===== config.mk =====
export PLATFORM = sky130hd
export DESIGN_NAME = user_out_drop_filter
export DESIGN_NICKNAME = d
export VERILOG_FILES = /design/src/rtl/user_out_drop_filter.sv
export SDC_FILE = /design/constraint.sdc
export NUM_CORES = 1
export LEC_CHECK = 0
export BUFFER_PORTS_ARGS = -buffer_cell sky130_fd_sc_hd__buf_2
export CORE_AREA = 2 2 421 423
export CTS_CLUSTER_SIZE = 30
export DETAILED_ROUTE_END_ITERATION = 8
export DIE_AREA = 0 0 423 425
export GPL_TIMING_DRIVEN = 1
export SYNTH_ARGS = -nofsm -noshare
export SYNTH_HDL_FRONTEND = slang
export SYNTH_SLANG_ARGS = --single-unit

===== constraint.sdc =====
create_clock -name axis_aclk -period 2.04 [get_ports axis_aclk]
set_clock_uncertainty 0.1 [all_clocks]
set_input_delay 0.408 -clock axis_aclk [delete_from_list [all_inputs] [get_ports axis_aclk]]
set_output_delay 0.408 -clock axis_aclk [all_outputs]
set_load 0.005 [all_outputs]

===== src/rtl/user_out_drop_filter.sv =====
// Drops SDNet packets that are flagged for drop or have no destination, repacks tuser into the
// 128-bit SUME format and registers the output through a two-entry skid buffer.
// Optional packet counters are built when USER_OUT_STATS_EN is defined.
module user_out_drop_filter #(
  parameter int C_AXIS_DATA_WIDTH    = 256,
  parameter int C_S_AXIS_TUSER_WIDTH = 304,
  parameter int C_M_AXIS_TUSER_WIDTH = 128
) (
  input  logic                              axis_aclk,
  input  logic                              axis_resetn,
  input  logic [C_AXIS_DATA_WIDTH-1:0]      s_axis_tdata,
  input  logic [C_AXIS_DATA_WIDTH/8-1:0]    s_axis_tkeep,
  input  logic [C_S_AXIS_TUSER_WIDTH-1:0]   s_axis_tuser,
  input  logic                              s_axis_tvalid,
  output logic                              s_axis_tready,
  input  logic                              s_axis_tlast,
  output logic [C_AXIS_DATA_WIDTH-1:0]      m_axis_tdata,
  output logic [C_AXIS_DATA_WIDTH/8-1:0]    m_axis_tkeep,
  output logic [C_M_AXIS_TUSER_WIDTH-1:0]   m_axis_tuser,
  output logic                              m_axis_tvalid,
  input  logic                              m_axis_tready,
  output logic                              m_axis_tlast,
  output logic [31:0]                       fwd_pkt_count,
  output logic [31:0]                       drop_pkt_count
);

  localparam int KW = C_AXIS_DATA_WIDTH / 8;
  localparam int UW = C_M_AXIS_TUSER_WIDTH;
  localparam int BW = C_AXIS_DATA_WIDTH + KW + UW + 1;

  typedef enum logic [1:0] {
    IDLE = 2'd0,
    FWD  = 2'd1,
    DROP = 2'd2
  } state_e;

  state_e          state_q, state_d;
  logic            readyEn_q;
  logic            outValid_q, outValid_d;
  logic            skidValid_q, skidValid_d;
  logic [BW-1:0]   outBeat_q, outBeat_d;
  logic [BW-1:0]   skidBeat_q, skidBeat_d;
  logic [BW-1:0]   inBeat;
  logic [UW-1:0]   beatUser;
  logic            inAccept;
  logic            firstDrop;
  logic            pushBeat;
  logic            dropLast;
  logic            unused_tuser;

  // readyEn_q keeps tready low through reset and for the cycle it is released in.
  assign s_axis_tready = readyEn_q & ((state_q == DROP) | ~skidValid_q);
  assign inAccept      = s_axis_tvalid & s_axis_tready;
  assign firstDrop     = s_axis_tuser[32] | (s_axis_tuser[31:24] == 8'h00);
  assign inBeat        = {s_axis_tdata, s_axis_tkeep, beatUser, s_axis_tlast};
  assign unused_tuser  = ^s_axis_tuser[C_S_AXIS_TUSER_WIDTH-1:UW];

  always_comb begin
    state_d  = state_q;
    pushBeat = 1'b0;
    dropLast = 1'b0;
    beatUser = '0;
    case (state_q)
      IDLE: begin
        if (inAccept) begin
          if (firstDrop) begin
            if (s_axis_tlast) dropLast = 1'b1;
            else              state_d  = DROP;
          end else begin
            pushBeat = 1'b1;
            beatUser = s_axis_tuser[UW-1:0];
            if (!s_axis_tlast) state_d = FWD;
          end
        end
      end
      FWD: begin
        if (inAccept) begin
          pushBeat = 1'b1;
          if (s_axis_tlast) state_d = IDLE;
        end
      end
      DROP: begin
        if (inAccept && s_axis_tlast) begin
          dropLast = 1'b1;
          state_d  = IDLE;
        end
      end
      default: state_d = IDLE;
    endcase
  end

  // The skid entry always drains into the output register before a new beat, keeping order.
  always_comb begin
    outValid_d  = outValid_q;
    outBeat_d   = outBeat_q;
    skidValid_d = skidValid_q;
    skidBeat_d  = skidBeat_q;
    if (!outValid_q || m_axis_tready) begin
      if (skidValid_q) begin
        outValid_d  = 1'b1;
        outBeat_d   = skidBeat_q;
        skidValid_d = pushBeat;
        if (pushBeat) skidBeat_d = inBeat;
      end else begin
        outValid_d = pushBeat;
        if (pushBeat) outBeat_d = inBeat;
      end
    end else if (pushBeat) begin
      skidValid_d = 1'b1;
      skidBeat_d  = inBeat;
    end
  end

  always_ff @(posedge axis_aclk or negedge axis_resetn) begin
    if (!axis_resetn) begin
      state_q     <= IDLE;
      readyEn_q   <= 1'b0;
      outValid_q  <= 1'b0;
      outBeat_q   <= '0;
      skidValid_q <= 1'b0;
      skidBeat_q  <= '0;
    end else begin
      state_q     <= state_d;
      readyEn_q   <= 1'b1;
      outValid_q  <= outValid_d;
      outBeat_q   <= outBeat_d;
      skidValid_q <= skidValid_d;
      skidBeat_q  <= skidBeat_d;
    end
  end

  assign m_axis_tvalid = outValid_q;
  assign m_axis_tlast  = outBeat_q[0];
  assign m_axis_tuser  = outBeat_q[UW:1];
  assign m_axis_tkeep  = outBeat_q[UW+KW:UW+1];
  assign m_axis_tdata  = outBeat_q[BW-1:UW+KW+1];

`ifdef USER_OUT_STATS_EN
  logic [31:0] fwdCnt_q, fwdCnt_d;
  logic [31:0] dropCnt_q, dropCnt_d;

  // Both counters saturate rather than wrap.
  always_comb begin
    fwdCnt_d  = fwdCnt_q;
    dropCnt_d = dropCnt_q;
    if (pushBeat && s_axis_tlast && (fwdCnt_q != 32'hFFFF_FFFF)) fwdCnt_d = fwdCnt_q + 32'd1;
    if (dropLast && (dropCnt_q != 32'hFFFF_FFFF)) dropCnt_d = dropCnt_q + 32'd1;
  end

  always_ff @(posedge axis_aclk or negedge axis_resetn) begin
    if (!axis_resetn) begin
      fwdCnt_q  <= 32'h0;
      dropCnt_q <= 32'h0;
    end else begin
      fwdCnt_q  <= fwdCnt_d;
      dropCnt_q <= dropCnt_d;
    end
  end

  assign fwd_pkt_count  = fwdCnt_q;
  assign drop_pkt_count = dropCnt_q;
`else
  logic unused_stats;
  assign unused_stats   = dropLast;
  assign fwd_pkt_count  = 32'h0;
  assign drop_pkt_count = 32'h0;
`endif

endmodule


==> results by group <==
Timing
  – Relative slew slack: 43.0%
  – Worst-margin pin slew: 0.855 ns
  – Setup TNS Final: -87.68 ns
  – Max Clock Freq: 0.443 GHz
  – Period Utilization, post-route: 111%
  – PnR worst setup slack: -0.218 ns
  – Unrepaired setup endpoints after global routing: yes
  – Crit path time final: 2.26 ns
  – Final slew viol count: 0
  – # setup viols final: 789
  – Hold Vio Cnt, Final: 0

Run status
  – Status: complete, but fails checks
  – Violated checks: setup timing

Synth
  – Ys Warns: 0
  – Flops & latches, synth: 839
  – Most frequent cells after synthesis: dfrtp_1 (839), mux2_2 (367), or3_1 (290)
  – Most common cell in the synthesized netlist: dfrtp_1
  – Cell area after synthesis: 35800 µm²
  – Post-synth top flop: dfrtp_1
  – Avg Inst Size Synth: 13.9 µm²
  – Synth area leaders: dfrtp_1 (59%), mux2_2 (12%), o221a_2 (8.6%)
  – Post-synthesis sequential area ratio: 58.7%
  – Largest area contributor in the netlist: dfrtp_1
  – Yosys top cell area share: 58.7%
  – Synth unique cells: 36
  – Mapped Cells: 2579
  – Ys async rst share: 100%
  – Post-synth EDFFs: 0

Floorplan
  – Chip height: 425 µm
  – Initial Utilization: 20.4%
  – Row cnt: 154
  – Core Region: 175000 µm²
  – IO Pins: 1080
  – Die footprint: 180000 µm²
  – Width of the chip: 423 µm

Critical path
  – CP endpoint kind: register
  – Setup crit start kind: register
  – CP Data Required Time: 2.56 ns
  – Arrival time at the worst endpoint: 2.78 ns
  – Critical path class: register to register
  – Crit-path max FO: 7

Clock tree
  – H-tree Lvls: 3
  – TritonCTS clock tree: yes
  – Root buf cell: clkbuf_16
  – Skew-Pair Late Insertion Delay: 0.75 ns
  – Clock Sink Count: 839
  – Total CTS buffers: 94
  – Clock buffer depth: 3
  – Clock transition at the registers of the reported paths: 0.06 ns

Placed design
  – DPL Wire Length: 87100 µm
  – GP Congestion: 0.820
  – Port Buffers: 839

Pwr
  – Clock power frac: 30.2%
  – Logic pwr share: 27.2%
  – Cell Int Power: 42.1 mW
  – Switching Power: 17.4 mW
  – Sw frac: 29.2%
  – Final Power: 59.4 mW
  – Peak VDD IR: 0.000769 V
  – Reg power frac: 42.6%
  – Power density over cell area: 1080 nW/µm²
  – Static Leak: 25.1 nW

GRT
  – Initial antenna violation count: 16
  – Vias in the first global route: 30436
  – Largest net degree at the start of global routing: 129
  – First-pass GRT wire length: 201000 µm
  – Total GRT Usage: 14.5%
  – Total grt overflow: 0

Detailed routing
  – TritonRoute pass-1 iters: 7
  – Drt via density: 4.62
  – DRC Markers: 0
  – Drt wl/cell: 21.8 µm
  – Initial DRC Count: 2034
  – DRT antenna net count: 0
  – Final WL: 139000 µm
  – Via Count: 29566

Layout
  – Area delta synth->final: 54.0%
  – Layout cell share with drive strength beyond 1: 51.0%
  – Reg area: 21000 µm²
  – Fillers: 17314
  – Area of the multi-input gates: 15000 µm²
  – Fin nets: 4566

Run
  – Max-cap viol count: 0

Worst hold path
  – Hold crit path type: primary input to register
routing by layer:
metal | vias up | part of all wire [%] | track usage, %
li1 | 12654 | - | -
met1 | 15512 | 42 | 18.4
met2 | 1118 | 49 | 23.7
met3 | 272 | 5.8 | 3.25
met4 | 10 | 3.7 | 5.98
met5 | - | 0.046 | 0
state kept, by name, summed over array words and instances (netlist names):
name / count
readyEn_q: 1
skidValid_q: 1
outBeat_q: 417
skidBeat_q: 417
state_q: 2
m_axis_tvalid: 1
power by group through the flow:
stage | clock (mW) | sequential [mW] | combinational [mW]
2_1_floorplan | 0 | 24.5 | 6.03
3_3_place_gp | 0 | 24.9 | 12.5
3_5_place_dp | 0 | 25.0 | 12.8
4_1_cts | 18.3 | 25.0 | 15.4
5_1_grt | 19.0 | 25.8 | 17.1
6_report | 17.9 | 25.3 | 16.2
final timing paths:
path | cells after the start | from | slack, ns | end
min | 4 | s_axis_tuser[28] | 0.07 | skidBeat_q[29]
max in group asynchronous | 4 | axis_resetn | 0.88 | outBeat_q[210]
min in group asynchronous | 2 | axis_resetn | 0.08 | outBeat_q[153]
max reg2reg | 11 | state_q[0] | -0.22 | outBeat_q[413]
min reg2reg | 1 | skidBeat_q[125] | 0.38 | skidBeat_q[125]
max | 11 | state_q[0] | -0.22 | outBeat_q[413]
critical path, cell delays in order (launching register included):
cell       delay [ns]
dfrtp_1          0.45
buf_6            0.15
nor2_2           0.09
and3_4           0.21
nor3_4           0.05
buf_12           0.14
buf_12           0.12
buf_6            0.12
buf_16           0.15
buf_12           0.16
clkbuf_16        0.16
o221a_4          0.23
cell families after synthesis:
family / count (synthesis) / synth area share [%]
other cells: 2 / 0.0210
buf+inv: 331 / 4.60
simple gates: 436 / 7.69
flops: 839 / 58.7
mux: 424 / 13.3
compound gates: 547 / 15.7
layout by cell type (no fill, tap or decap), types with 3 or more instances in the layout:
master	count
buf_2	837
dfrtp_1	837
dlygate4sd3_1	417
mux2_2	337
or3_1	289
o221a_4	149
o221a_2	125
a22o_1	121
nand4_1	119
buf_4	114
a21bo_2	113
clkbuf_16	111
buf_12	69
conb_1	65
mux2_1	49
buf_16	47
buf_6	37
mux2_4	30
clkbuf_1	21
diode_2	19
clkbuf_8	16
buf_8	16
o221a_1	15
clkinv_2	11
inv_1	10
bufinv_16	10
nand2_1	9
mux2i_1	8
a22o_4	6
a21bo_1	6
o21ai_0	4
clkinvlp_4	4
nor4_4	3
inv_6	3
area by class of cell:
class | instances | share of cell area (%)
flip-flops and latches | 839 | 38.1
multi-input cells | 1472 | 27.1
repair buffers | 1551 | 23.4
well taps | 2340 | 5.31
clock buffers | 134 | 4.95
clock inverters | 32 | 0.915
diodes | 19 | 0.0863
inverters | 11 | 0.0840
timing repair:
action,in CTS,in global routing
setup buffers,43,26
setup endpoints to repair,832,833
pin swaps,86,24
resized for setup,225,150
endpoints found under the hold margin,1276,0
hold buffers,417,0
cloned,41,19
per-stage QoR:
step                utilization, %  cells  setup slack, ns  hold slack [ns]  cell area (µm²)
floorplan                        -   2642           0.0588           0.0124            36000
global placement              24.8   5680           -0.892            0.255            43600
detailed placement            24.8   5680           -0.939            0.258            43600
CTS                           30.7   6347           -0.307          0.00440            53800
global route                  31.4   6394           -0.279           0.0518            55100
finish                        31.4   6398           -0.218           0.0724            55100
Power figures use the tool's default switching activity.
